$ cat config.mk
export PLATFORM = sky130hd
export DESIGN_NAME = uart_rx_mv
export DESIGN_NICKNAME = d
export VERILOG_FILES = /design/src/rtl/uart_rx_mv.sv
export SDC_FILE = /design/constraint.sdc
export NUM_CORES = 1
export LEC_CHECK = 0
export CAP_MARGIN = 20
export CORE_UTILIZATION = 56
export DETAILED_ROUTE_END_ITERATION = 8
export PLACE_DENSITY = 0.77
export SLEW_MARGIN = 25
export SYNTH_ARGS = -nofsm -noshare
export SYNTH_HDL_FRONTEND = slang
export SYNTH_SLANG_ARGS = --single-unit
$ cat constraint.sdc
create_clock -name i_Clock -period 2.36 [get_ports i_Clock]
set_input_delay 0.236 -clock i_Clock [delete_from_list [all_inputs] [get_ports i_Clock]]
set_output_delay 0.236 -clock i_Clock [all_outputs]
set_load 0.02 [all_outputs]
$ cat src/rtl/uart_rx_mv.sv
// uart_rx_mv: 8-bit UART receiver with a 2-FF input synchronizer and
// 3-point majority-vote sampling of every bit.
// Frame: idle high, start bit, 8 data bits LSB first, optional parity, 1 stop bit.
// Ports:
//   i_Clock       system clock
//   i_Reset       synchronous reset, active-high
//   i_Rx_Serial   asynchronous serial input, idle high
//   o_Rx_Byte     last good received byte (held until the next good frame)
//   o_Rx_DV       one-cycle pulse, o_Rx_Byte updated
//   o_Frame_Err   one-cycle pulse, stop bit sampled low
//   o_Parity_Err  one-cycle pulse, parity mismatch
//   o_Busy        high whenever the receiver is not idle
module uart_rx_mv #(
    parameter int CLKS_PER_BIT = 868,
    parameter int PARITY_EN    = 0,
    parameter int PARITY_ODD   = 0
) (
    input  logic       i_Clock,
    input  logic       i_Reset,
    input  logic       i_Rx_Serial,
    output logic [7:0] o_Rx_Byte,
    output logic       o_Rx_DV,
    output logic       o_Frame_Err,
    output logic       o_Parity_Err,
    output logic       o_Busy
);
    localparam int CW = $clog2(CLKS_PER_BIT);
    localparam int H  = CLKS_PER_BIT / 2;
    localparam int Q  = CLKS_PER_BIT / 8;

    localparam logic [CW-1:0] C_SAMP0 = CW'(H - Q);
    localparam logic [CW-1:0] C_SAMP1 = CW'(H);
    localparam logic [CW-1:0] C_SAMP2 = CW'(H + Q);
    localparam logic [CW-1:0] C_LAST  = CW'(CLKS_PER_BIT - 1);

    typedef enum logic [2:0] {
        S_IDLE,
        S_START,
        S_DATA,
        S_PARITY,
        S_STOP,
        S_BREAK
    } state_t;

    state_t          r_State;
    logic            r_Rx_Meta;
    logic            r_Rx_Sync;
    logic [CW-1:0]   r_Clk_Cnt;
    logic [2:0]      r_Bit_Idx;
    logic [7:0]      r_Shift;
    logic [1:0]      r_Samp;
    logic            r_Par_Err;

    logic            w_Rx_S;
    logic            w_Maj;
    logic            w_Decide;
    logic            w_Last;
    logic            w_Par_Exp;

    // Both stages reset high so a reset never looks like a start edge.
    always_ff @(posedge i_Clock) begin
        if (i_Reset) begin
            r_Rx_Meta <= 1'b1;
            r_Rx_Sync <= 1'b1;
        end else begin
            r_Rx_Meta <= i_Rx_Serial;
            r_Rx_Sync <= r_Rx_Meta;
        end
    end

    assign w_Rx_S    = r_Rx_Sync;
    // Third sample is taken live at the decision point.
    assign w_Maj     = (r_Samp[0] & r_Samp[1]) | (r_Samp[0] & w_Rx_S) | (r_Samp[1] & w_Rx_S);
    assign w_Decide  = (r_Clk_Cnt == C_SAMP2);
    assign w_Last    = (r_Clk_Cnt == C_LAST);
    assign w_Par_Exp = (^r_Shift) ^ (PARITY_ODD != 0);
    assign o_Busy    = (r_State != S_IDLE);

    always_ff @(posedge i_Clock) begin
        if (i_Reset) begin
            r_State      <= S_IDLE;
            r_Clk_Cnt    <= '0;
            r_Bit_Idx    <= '0;
            r_Shift      <= '0;
            r_Samp       <= '0;
            r_Par_Err    <= 1'b0;
            o_Rx_Byte    <= '0;
            o_Rx_DV      <= 1'b0;
            o_Frame_Err  <= 1'b0;
            o_Parity_Err <= 1'b0;
        end else begin
            o_Rx_DV      <= 1'b0;
            o_Frame_Err  <= 1'b0;
            o_Parity_Err <= 1'b0;
            r_Clk_Cnt    <= r_Clk_Cnt + CW'(1);
            if (r_Clk_Cnt == C_SAMP0) r_Samp[0] <= w_Rx_S;
            if (r_Clk_Cnt == C_SAMP1) r_Samp[1] <= w_Rx_S;

            unique case (r_State)
                S_IDLE: begin
                    r_Clk_Cnt <= '0;
                    if (!w_Rx_S) begin
                        r_State   <= S_START;
                        r_Bit_Idx <= '0;
                        r_Par_Err <= 1'b0;
                    end
                end
                S_START: begin
                    // Majority high at the decision point is a glitch; otherwise
                    // ride out the rest of the start bit so data bits are timed
                    // from their own bit boundaries.
                    if (w_Decide && w_Maj) begin
                        r_State   <= S_IDLE;
                        r_Clk_Cnt <= '0;
                    end else if (w_Last) begin
                        r_State   <= S_DATA;
                        r_Clk_Cnt <= '0;
                    end
                end
                S_DATA: begin
                    if (w_Decide) r_Shift <= {w_Maj, r_Shift[7:1]};
                    if (w_Last) begin
                        r_Clk_Cnt <= '0;
                        r_Bit_Idx <= r_Bit_Idx + 3'd1;
                        if (r_Bit_Idx == 3'd7)
                            r_State <= (PARITY_EN != 0) ? S_PARITY : S_STOP;
                    end
                end
                S_PARITY: begin
                    if (w_Decide) r_Par_Err <= w_Maj ^ w_Par_Exp;
                    if (w_Last) begin
                        r_State   <= S_STOP;
                        r_Clk_Cnt <= '0;
                    end
                end
                S_STOP: begin
                    // Leave at the decision point for early resync.
                    if (w_Decide) begin
                        r_Clk_Cnt <= '0;
                        if (w_Maj) begin
                            r_State <= S_IDLE;
                            if (r_Par_Err) begin
                                o_Parity_Err <= 1'b1;
                            end else begin
                                o_Rx_Byte <= r_Shift;
                                o_Rx_DV   <= 1'b1;
                            end
                        end else begin
                            r_State     <= S_BREAK;
                            o_Frame_Err <= 1'b1;
                        end
                    end
                end
                S_BREAK: begin
                    r_Clk_Cnt <= '0;
                    if (w_Rx_S) r_State <= S_IDLE;
                end
                default: begin
                    r_State   <= S_IDLE;
                    r_Clk_Cnt <= '0;
                end
            endcase
        end
    end
endmodule
# Word-level counts from Yosys, hierarchy flattened
# Cells that the tools add are included.
[word_totals]
register_bits = 40
input_bits = 3
out_inout_bits = 12
word_cells = 80
[classes]
addsub = 2
n_eq_ne = 18
n_mux = 23
n_bitwise = 10
n_reduce_logical = 14
[op_table]
columns = ["operator", "count"]
rows = [
  ["3-bit two-way mux", 11],
  ["10-bit two-way mux", 3],
  ["10-bit case mux with 3 select lines", 1],
  ["10-bit equality test (second input constant)", 2],
  ["10-bit by 9-bit equality test with 1-bit output (second input constant)", 2],
  ["3-bit case mux with 6 select lines", 1],
  ["2-bit inequality test (second input constant)", 7],
  ["10-bit by 1-bit adder with 10-bit output (second input constant)", 1],
  ["3-bit equality test (second input constant)", 3],
  ["8-bit parity", 1],
  ["7-bit AND reduction", 1],
  ["3-bit by 2-bit equality test with 1-bit output (second input constant)", 2],
  ["3-bit case mux with 2 select lines", 1],
  ["3-bit AND reduction", 2],
  ["1-bit two-way mux", 5],
  ["1-bit inverter", 4],
  ["4-bit AND reduction", 1],
  ["2-bit nonzero test", 2],
  ["4-bit OR reduction", 1],
  ["3-bit by 1-bit adder with 3-bit output (second input constant)", 1],
  ["1-bit AND", 3],
  ["3-bit by 1-bit equality test with 1-bit output (second input constant)", 1],
  ["3-bit logical NOT", 1],
  ["3-bit inequality test (second input constant)", 1],
  ["8 further kinds", 9],
]

# Logic depth before layout (Yosys ltp)
# Gate-level depths: netlist (run 1).
[depth]
depth_word = 6
depth_mapped = 8
mapped_depth_nobuf = 7

# Worst setup path before layout (run 1)
# Ideal clock, no wire load.
[synth_timing]
path_kind = "register to register"
start = "register r_Clk_Cnt[0]"
end = "register r_State[2]"
setup_ns = 0.116
t_arrival_ns = 1.818
required_ns = 2.244
path_slack_ns = 0.426
stages_incl_launch_ff = 8
n_path_buf = 0
period_less_slack_ns = 1.934
cell_sequence = "dfxtp_1 -> inv_1 -> ha_1 -> nor4b_2 -> and3_2 -> a211oi_1 -> nor4b_1 -> a31o_2"
[synth_via]
elab_chain_cells = 4
elab_cells_between_ends = 10
cone_classes = "eq/ne: 6; mux: 2; reduce/logical: 2"
[synth_lines]
columns = ["element", "line", "rtl"]
rows = [
  ["from (decl)", "48", "logic [CW-1:0] r_Clk_Cnt;"],
  ["from (signal assigned)", "95", "r_Clk_Cnt <= r_Clk_Cnt + CW'(1);"],
  ["10-bit equality test", "74", "assign w_Decide = (r_Clk_Cnt == C_SAMP2);"],
  ["1-bit logical AND", "112", "if (w_Decide && w_Maj) begin"],
  ["3-bit inequality test (no source line) or 3-bit two-way mux (tied branches)", "n/a", ""],
  ["7-bit AND reduction (no source line) or 3-bit case mux with 6 select lines (tied branches)", "n/a", ""],
  ["to (signal assigned)", "126", "r_State <= (PARITY_EN != 0) ? S_PARITY : S_STOP;"],
  ["to (decl)", "45", "state_t r_State;"],
]
# Several ways; a longest one is shown, not always the timed one.
# A chain may end at the register's enable or synchronous reset.

# Final worst setup path (run 1)
[layout_timing]
start = "register r_State[1]"
end = "output port o_Busy"
[layout_via]
elab_chain_cells = 1
[layout_lines]
columns = ["element", "line", "rtl"]
rows = [
  ["3-bit nonzero test", "77", "assign o_Busy = (r_State != S_IDLE);"],
  ["to (decl)", "25", "output logic o_Busy"],
]
# Every way passes these cells.

==> results of run 1 <==
==> cells in the final DEF (no fill, tap or decap), types with 2 or more instances in the layout <==
master	instances
sky130_fd_sc_hd__nor4b_1	2
sky130_fd_sc_hd__xnor2_1	9
sky130_fd_sc_hd__a21oi_1	3
sky130_fd_sc_hd__nand4_1	3
sky130_fd_sc_hd__nand2_1	7
sky130_fd_sc_hd__nor2_1	33
sky130_fd_sc_hd__nand4b_1	3
sky130_fd_sc_hd__nor4_1	3
sky130_fd_sc_hd__xor2_1	7
sky130_fd_sc_hd__ha_1	4
sky130_fd_sc_hd__inv_1	6
sky130_fd_sc_hd__buf_4	5
sky130_fd_sc_hd__bufinv_16	3
sky130_fd_sc_hd__and3_1	3
sky130_fd_sc_hd__o21ai_0	5
sky130_fd_sc_hd__or2_2	3
sky130_fd_sc_hd__and3_2	2
sky130_fd_sc_hd__nand3_1	10
sky130_fd_sc_hd__clkdlybuf4s50_1	14
sky130_fd_sc_hd__mux2i_1	18
sky130_fd_sc_hd__clkbuf_4	5
sky130_fd_sc_hd__a211oi_1	4
sky130_fd_sc_hd__nor3_1	4
sky130_fd_sc_hd__dfxtp_1	40
==> through the flow <==
| stage | cell area [um2] | util [%] |
|---|---|---|
| CTS | 2180 | 70.7 |
| floorplan | 1840 | - |
| detailed placement | 2050 | 66.5 |
| global route | 2180 | 70.9 |
| finish | 2180 | 70.9 |
| global placement | 2050 | 66.5 |
==> worst reg2reg max path, stage by stage, from the launching register on <==
cell,delay [ns]
sky130_fd_sc_hd__dfxtp_1,0.47
sky130_fd_sc_hd__ha_1,0.31
sky130_fd_sc_hd__nand4b_1,0.22
sky130_fd_sc_hd__nor3_4,0.35
sky130_fd_sc_hd__a211oi_1,0.10
sky130_fd_sc_hd__buf_4,0.17
sky130_fd_sc_hd__o2111ai_4,0.34
sky130_fd_sc_hd__nor2_1,0.10
==> where the power goes <==
group / switching [uW] / internal, uW / total [uW]
Clock: 235 / 436 / 672
Sequential: 6.25 / 680 / 686
Combinational: 42.2 / 27.3 / 69.6
Total: 284 / 1140 / 1430
==> state kept, by name, summed over array words and instances, names as in the netlist <==
register	flops
r_Bit_Idx	3
o_Rx_Byte	8
r_Shift	8
r_Samp	2
r_Clk_Cnt	10
o_Rx_DV	1
o_Frame_Err	1
r_Rx_Sync	1
o_Parity_Err	1
r_Rx_Meta	1
r_Par_Err	1
r_State	3
==> metal layers <==
metal / routed length, um / global-route usage (%) / up-vias
met3: 160 / 5.46 / 7
met5: 0 / 0 / -
met1: 1680 / 29.4 / 703
met4: 70 / 16.7 / 0
li1: - / - / 726
met2: 1840 / 40.0 / 30
==> path summary, 6_finish.rpt <==
path	from	endpoint	slack, ns	cells past startpoint
worst min register to register	r_Rx_Meta	r_Rx_Sync	0.43	1
worst max register to register	r_Clk_Cnt[0]	r_Clk_Cnt[3]	0.20	7
worst max-delay path	r_State[1]	o_Busy	0.09	3
worst min-delay path	r_Rx_Meta	r_Rx_Sync	0.43	1
==> cell families (layout without fill, tap and decap cells) <==
family | after synthesis | after routing
adder cells (fa/ha/maj) | 5 | 5
AND/OR/NAND/NOR | 86 | 86
multiplexers | 18 | 18
flip-flops | 40 | 40
XOR/XNOR | 16 | 16
buffers and inverters | 12 | 33
AO/OA/AOI/OAI | 18 | 18
==> area by class of cell <==
type                            count  area share [%]
Multi-Input combinational cell    143            45.8
Sequential cell                    40            36.7
Timing Repair Buffer               19            8.14
Clock inverter                      3            4.13
Tap cell                           44            2.52
Clock buffer                        5            1.72
Inverter                            6            1.03
==> impl_summary.log, run 1 <==
INFO  metric finalWirelength = roughly 3.8 mm
INFO  metric cts-buffers-inserted = 5
INFO  metric multi_input_comb_area = between 900 and 1000 um2
INFO  metric synth-warning-count = 0
INFO  metric hold-worst-slack = 0.428 ns
INFO  metric critPathTopFamily = buffers and inverters
INFO  metric hpwlAfterDp = ~2.5 mm
INFO  metric route.detailed.vias_per_inst = 5.64
INFO  metric yosys_most_used_dff = sky130_fd_sc_hd__dfxtp_1
INFO  metric netlist_instances = 195
INFO  metric filler_cell_count = 243
INFO  metric cts.root.buffer_cell = sky130_fd_sc_hd__clkbuf_4
INFO  metric synthesized_area_fraction_occupied_by_ao_oa_aoi_and_oai_cells = 7.60%
INFO  metric initial_core_util = 59.9%
INFO  metric share_of_synthesized_cell_area_in_and_or_nand_and_nor_gates = 25.6%
INFO  metric ys_async_sr_fraction = 0%
INFO  metric critical_path.slowest_cell = sky130_fd_sc_hd__clkdlybuf4s50_1
INFO  metric largest_family_of_logic_cells_by_synthesized_area = simple AND/OR/NAND/NOR gates
INFO  metric cts-resized-gates = 0
INFO  metric core_area = 3080 um2
INFO  metric p_per_area = 654 nW/um2
INFO  metric timing.max_slew.rel_slack = between 60% and 70%
INFO  metric yosysUniqueCellTypes = 42
INFO  metric rd_place_congestion = ~0.84
INFO  metric max-cap-violations = 0
INFO  metric area_of_the_die = 3520 um2
INFO  metric clkSinkCount = 40
INFO  metric clk_transition_reported_paths = 0.12 ns
INFO  metric via_count = 1466
INFO  metric synth.avg_cell_area = 9.45 um2
INFO  metric max-vdd-ir-drop = 0.000476 V
INFO  metric grt_antenna_before_repair = 0
INFO  metric synth_top_cells_by_area = sky130_fd_sc_hd__dfxtp_1 (43%), sky130_fd_sc_hd__mux2i_1 (9.8%), sky130_fd_sc_hd__nor2_1 (6.9%)
INFO  metric crit_chain = inv_1 > nand2_1 > clkdlybuf4s50_1
INFO  metric cts_post_setup_buffers_inserted = 0
INFO  metric synth_common_cells = sky130_fd_sc_hd__dfxtp_1 (40), sky130_fd_sc_hd__nor2_1 (34), sky130_fd_sc_hd__mux2i_1 (18), sky130_fd_sc_hd__nand3_1 (10), sky130_fd_sc_hd__xnor2_1 (9)
INFO  metric first_pass_iters = 4
INFO  metric endpoint_kind = primary output
INFO  metric yosys.cell_count.top_type = sky130_fd_sc_hd__dfxtp_1
INFO  metric post_synthesis_share_of_cell_area_spent_on_full_adders_half_adders_and_majority_gates = 3.26%
INFO  metric setup_repair_after_global_routing_missed_its_margin = no
INFO  metric detailedRoute.firstIterationViolations = 61
INFO  metric synth_seq_area_share = 43.4%
INFO  metric post_route_cells_drive_above_1_share = 13.0%
INFO  metric mappedNetlistArea = ~1800 um2
INFO  metric setup_total_negative_slack = 0 ns
INFO  metric timing.final.max_slew_violations = 0
INFO  metric grt_start_max_net_pins = 14
INFO  metric buffer_ports.inserted = 14
INFO  metric worst_slew_pin_slew = 0.496 ns
INFO  metric worst-endpoint-arrival = 2.03 ns
INFO  metric floorplan.io_pins = 15
INFO  metric finalPower = 1430 uW
INFO  metric crit_buf_inv = 2
INFO  metric fin_crit_sh = a little over nine tenths
INFO  metric worst-setup-path-type = reg2out
INFO  metric tritoncts = done
INFO  metric yosys_register_bits = 40
INFO  metric cts.htree.levels = 2
INFO  metric remaining_global_route_overflow = 0
INFO  metric worst_path_required = 2.12 ns
INFO  metric row_count = 20
INFO  metric netlist.area_leader.share = a little over two fifths
INFO  metric wire_per_inst = 14.4 um
INFO  metric dp_worst_setup_slack = 0.143 ns
INFO  metric worst_hold_class = reg2reg
INFO  metric synthToLayoutAreaGrowth = 18.4%
INFO  metric cpPeakStageDelay = 0.65 ns
INFO  metric grt_overall_usage = 24.8%
INFO  metric clk_latency = 0.36 ns
INFO  metric max_clock_freq = 0.441 GHz
INFO  metric min_period = approximately 2.3 ns
INFO  metric synth.largest_area_cell = sky130_fd_sc_hd__dfxtp_1
INFO  metric grt_first_pass_wirelength = 6.30 mm
INFO  metric cts_hold_buffers = 0
INFO  metric antenna-diode-count = 0
INFO  metric setup-violations-final = 0
INFO  metric leakage = about 0.0008 uW
INFO  metric synth_nets = 202
INFO  metric timing.critical_path.from_type = register
INFO  metric post-place-cells = 252
INFO  metric finalClockSkew = 0.00677 ns
INFO  metric instances_no_fill = 260
INFO  metric finalHoldViolCount = 0
INFO  metric die_width = 59.4 um
INFO  metric die_h = slightly below 60 um
INFO  metric sequential_cell_area = 801 um2
INFO  metric yosys.area_share.xor_xnor = 7.60%
INFO  metric drcViolationCount = 0
INFO  metric outcome = complete, no violations
INFO  metric synth-edff-count = 0
INFO  metric synthMuxAreaShare = 9.78%
INFO  metric clock_tree.buffer_depth = 2
INFO  metric nNetsFinal = ~220
INFO  metric route.antenna.remaining_nets = 0
INFO  metric postLayoutSetupSlackWorst = 0.0916 ns
INFO  metric cp_max_fo = 13
INFO  metric via_count_of_the_first_global_routing_pass = roughly 1400
Note: power is estimated with default switching activity, not from simulation.
==> inputs of run 2 (changes only) <==
--- a/config.mk
+++ b/config.mk
@@ -8,7 +8,7 @@
 export CAP_MARGIN = 20
 export CORE_UTILIZATION = 56
 export DETAILED_ROUTE_END_ITERATION = 8
-export PLACE_DENSITY = 0.77
+export PLACE_DENSITY = 0.81
 export SLEW_MARGIN = 25
 export SYNTH_ARGS = -nofsm -noshare
 export SYNTH_HDL_FRONTEND = slang
==> impl_summary.log, run 2 (synthesized netlist as in run 1, its figures left out) <==
INFO  metric outcome = complete, no violations
INFO  metric grt_start_max_net_pins = 18 (+4)
INFO  metric antenna-diode-count = 0 (unchanged)
INFO  metric crit_buf_inv = 1 (-1)
INFO  metric filler_cell_count = 262 (+7.8%)
INFO  metric detailedRoute.firstIterationViolations = 98 (+61%)
INFO  metric regMostFlops = r_Clk_Cnt
INFO  metric grt_overall_usage = 24.2% (-0.60 points)
INFO  metric max-vdd-ir-drop = 0.000344 V (-28%)
INFO  metric hold_path_depth = 1 (unchanged)
INFO  metric regToRegSetupSlack = 0.25 ns (+0.05 ns)
INFO  metric setup_total_negative_slack = 0 ns (unchanged)
INFO  metric cts.htree.levels = 2 (unchanged)
INFO  metric grt_antenna_before_repair = 0 (unchanged)
INFO  metric finalClockSkew = 0.00534 ns (-0.00143 ns)
INFO  metric nNetsFinal = 223 (+0.45%)
INFO  metric worst_path_required = 2.12 ns (about the same)
INFO  metric post-place-cells = 253 (+0.40%)
INFO  metric leakage = 0.000785 uW (-4.0%)
INFO  metric clkPwrFrac = 29.7% (-17 points)
INFO  metric p_seq_share = 63.8% (+16 points)
INFO  metric hpwlAfterDp = 2.74 mm (+7.5%)
INFO  metric critPathTopFamily = simple AND/OR/NAND/NOR gates
INFO  metric min_period = 2.17 ns (-0.0991 ns)
INFO  metric endpoint_kind = primary output
INFO  metric worst-endpoint-arrival = 1.93 ns (-0.10 ns)
INFO  metric cts-buffers-inserted = 5 (unchanged)
INFO  metric largest_regs = r_Clk_Cnt (10), o_Rx_Byte (8), r_Shift (8)
INFO  metric power.share.switching = 23.9% (+4.1 points)
INFO  metric route.antenna.remaining_nets = 0 (unchanged)
INFO  metric synthToLayoutAreaGrowth = 14.3%
INFO  metric cts.root.buffer_cell = sky130_fd_sc_hd__clkbuf_4
INFO  metric p_int = 817 uW (-29%)
INFO  metric min_from = r_Rx_Meta
INFO  metric instances_no_fill = 260 (unchanged)
INFO  metric multi_input_comb_area = 996 um2 (-0.25%)
INFO  metric timing.final.max_slew_violations = 0 (unchanged)
INFO  metric clk_transition_reported_paths = 0.11 ns (about the same)
INFO  metric clkSinkCount = 40 (unchanged)
INFO  metric finalPower = 1070 uW (-25%)
INFO  metric clk_latency = 0.34 ns (-0.02 ns)
INFO  metric reg2reg_start = r_Clk_Cnt[0]
INFO  metric die_h = 59.4 um (unchanged)
INFO  metric p_per_area = 510 nW/um2 (-22%)
INFO  metric worst-setup-path-type = reg2out
INFO  metric initial_core_util = 59.9% (unchanged)
INFO  metric timing.max_slew.rel_slack = 66.1% (-0.86 points)
INFO  metric crit_chain = nor2_1 > nand2_1 > clkdlybuf4s50_1
INFO  metric critical_path.slowest_cell = sky130_fd_sc_hd__clkdlybuf4s50_1
INFO  metric timing.critical_path.from_type = register
INFO  metric die_width = 59.4 um (unchanged)
INFO  metric wire_per_inst = 14.0 um (-3.2%)
INFO  metric most-common-layout-cells = sky130_fd_sc_hd__dfxtp_1 (40), sky130_fd_sc_hd__nor2_1 (34), sky130_fd_sc_hd__mux2i_1 (18)
INFO  metric worstRegToRegCells = 6 (-1)
INFO  metric worst_hold_class = reg2reg
INFO  metric tritoncts = done
INFO  metric floorplan.io_pins = 15 (unchanged)
INFO  metric combinationalPowerShare = 6.4% (+1.5 points)
INFO  metric worst_slew_pin_slew = 0.509 ns (+0.0129 ns)
INFO  metric post_route_cells_drive_above_1_share = 12.0% (-0.93 points)
INFO  metric drcViolationCount = 0 (unchanged)
INFO  metric grt_first_pass_wirelength = 6.31 mm (+0.11%)
INFO  metric number_of_flip_flops_in_the_largest_register = 10 (unchanged)
INFO  metric layout.cell_area.non_filler = 2110 um2 (-3.5%)
INFO  metric route.detailed.vias_per_inst = 5.72 (+1.4%)
INFO  metric hold-worst-slack = 0.423 ns (-0.00439 ns)
INFO  metric layout_commonest_cell = sky130_fd_sc_hd__dfxtp_1
INFO  metric max-cap-violations = 0 (unchanged)
INFO  metric power.switching = 257 uW (-9.4%)
INFO  metric remaining_global_route_overflow = 0 (unchanged)
INFO  metric sequential_cell_area = 801 um2 (unchanged)
INFO  metric cpPeakStageDelay = 0.59 ns (-0.06 ns)
INFO  metric endpoint_of_the_worst_register_to_register_path = r_Clk_Cnt[4]
INFO  metric area_of_the_die = 3520 um2 (unchanged)
INFO  metric fin_crit_sh = 91.9% (-4.2 points)
INFO  metric setup-violations-final = 0 (unchanged)
INFO  metric finalHoldViolCount = 0 (unchanged)
INFO  metric hold-path-endpoint = r_Rx_Sync
INFO  metric core_area = 3080 um2 (unchanged)
INFO  metric postPlaceCellArea = 2060 um2 (+0.37%)
INFO  metric clock_tree.buffer_depth = 2 (unchanged)
INFO  metric cp_max_fo = 8 (-5)
INFO  metric first_pass_iters = 4 (unchanged)
INFO  metric buffer_ports.inserted = 14 (unchanged)
INFO  metric rd_place_congestion = 0.812 (-3.7%)
INFO  metric max_clock_freq = 0.461 GHz (+4.6%)
INFO  metric finalWirelength = 3.63 mm (-3.2%)
INFO  metric via_count_of_the_first_global_routing_pass = 1421 (+1.8%)
INFO  metric row_count = 20 (unchanged)
INFO  metric setup_repair_after_global_routing_missed_its_margin = no
INFO  metric via_count = 1486 (+1.4%)
-- run 2: worst max-delay path by stage --
| stage | from | to | slack, ns | depth (start not counted) |
|---|---|---|---|---|
| finish | r_State[2] | o_Busy | 0.19 | 3 |
| detailed placement | r_Clk_Cnt[0] | o_Rx_Byte[7] | 0.12 | 7 |
| CTS | r_Clk_Cnt[1] | o_Rx_Byte[7] | 0.11 | 6 |
| global placement | r_Clk_Cnt[1] | o_Rx_Byte[1] | 0.23 | 6 |
| floorplan | r_Clk_Cnt[0] | r_State[2] | 0.43 | 7 |
| global route | r_State[2] | o_Busy | 0.08 | 3 |
-- run 2: metal layers --
metal / global-route usage, % / wire length (um) / up-vias
li1: - / - / 724
met4: 10.9 / 66 / 0
met3: 6.99 / 195 / 7
met2: 39.3 / 1750 / 41
met1: 29.5 / 1620 / 714
met5: 0 / 0 / -
-- run 2: power by group through the flow --
stage / Sequential [uW] / Combinational, uW / Clock, uW
after floorplan: 700 / 42.7 / 0
after global placement: 701 / 65.8 / 0
after detailed placement: 701 / 68.0 / 0
after CTS: 686 / 68.4 / 332
after global routing: 687 / 75.6 / 359
final: 686 / 68.8 / 319
-- run 2: stage by stage --
stage	utilization [%]	setup WS (ns)
floorplan	-	0.426
global placement	66.8	0.229
detailed placement	66.8	0.120
CTS	68.3	0.106
global route	68.4	0.0796
finish	68.4	0.191
-- run 2: cell type report --
| cell class | instances | share of cell area (%) |
|---|---|---|
| inverters | 6 | 1.07 |
| multi-input cells | 143 | 47.3 |
| clock inverters | 1 | 0.238 |
| flip-flops and latches | 40 | 38.0 |
| well taps | 44 | 2.61 |
| clock buffers | 6 | 1.96 |
| repair buffers | 20 | 8.79 |
-- run 2: what timing repair did --
item / 4_1_cts / 5_1_grt
endpoints found under the setup margin: 0 / 7
gates resized for setup: 0 / 1
hold endpoints to repair: 0 / 0
buffers inserted: 0 / 0
hold buffers: 0 / 0
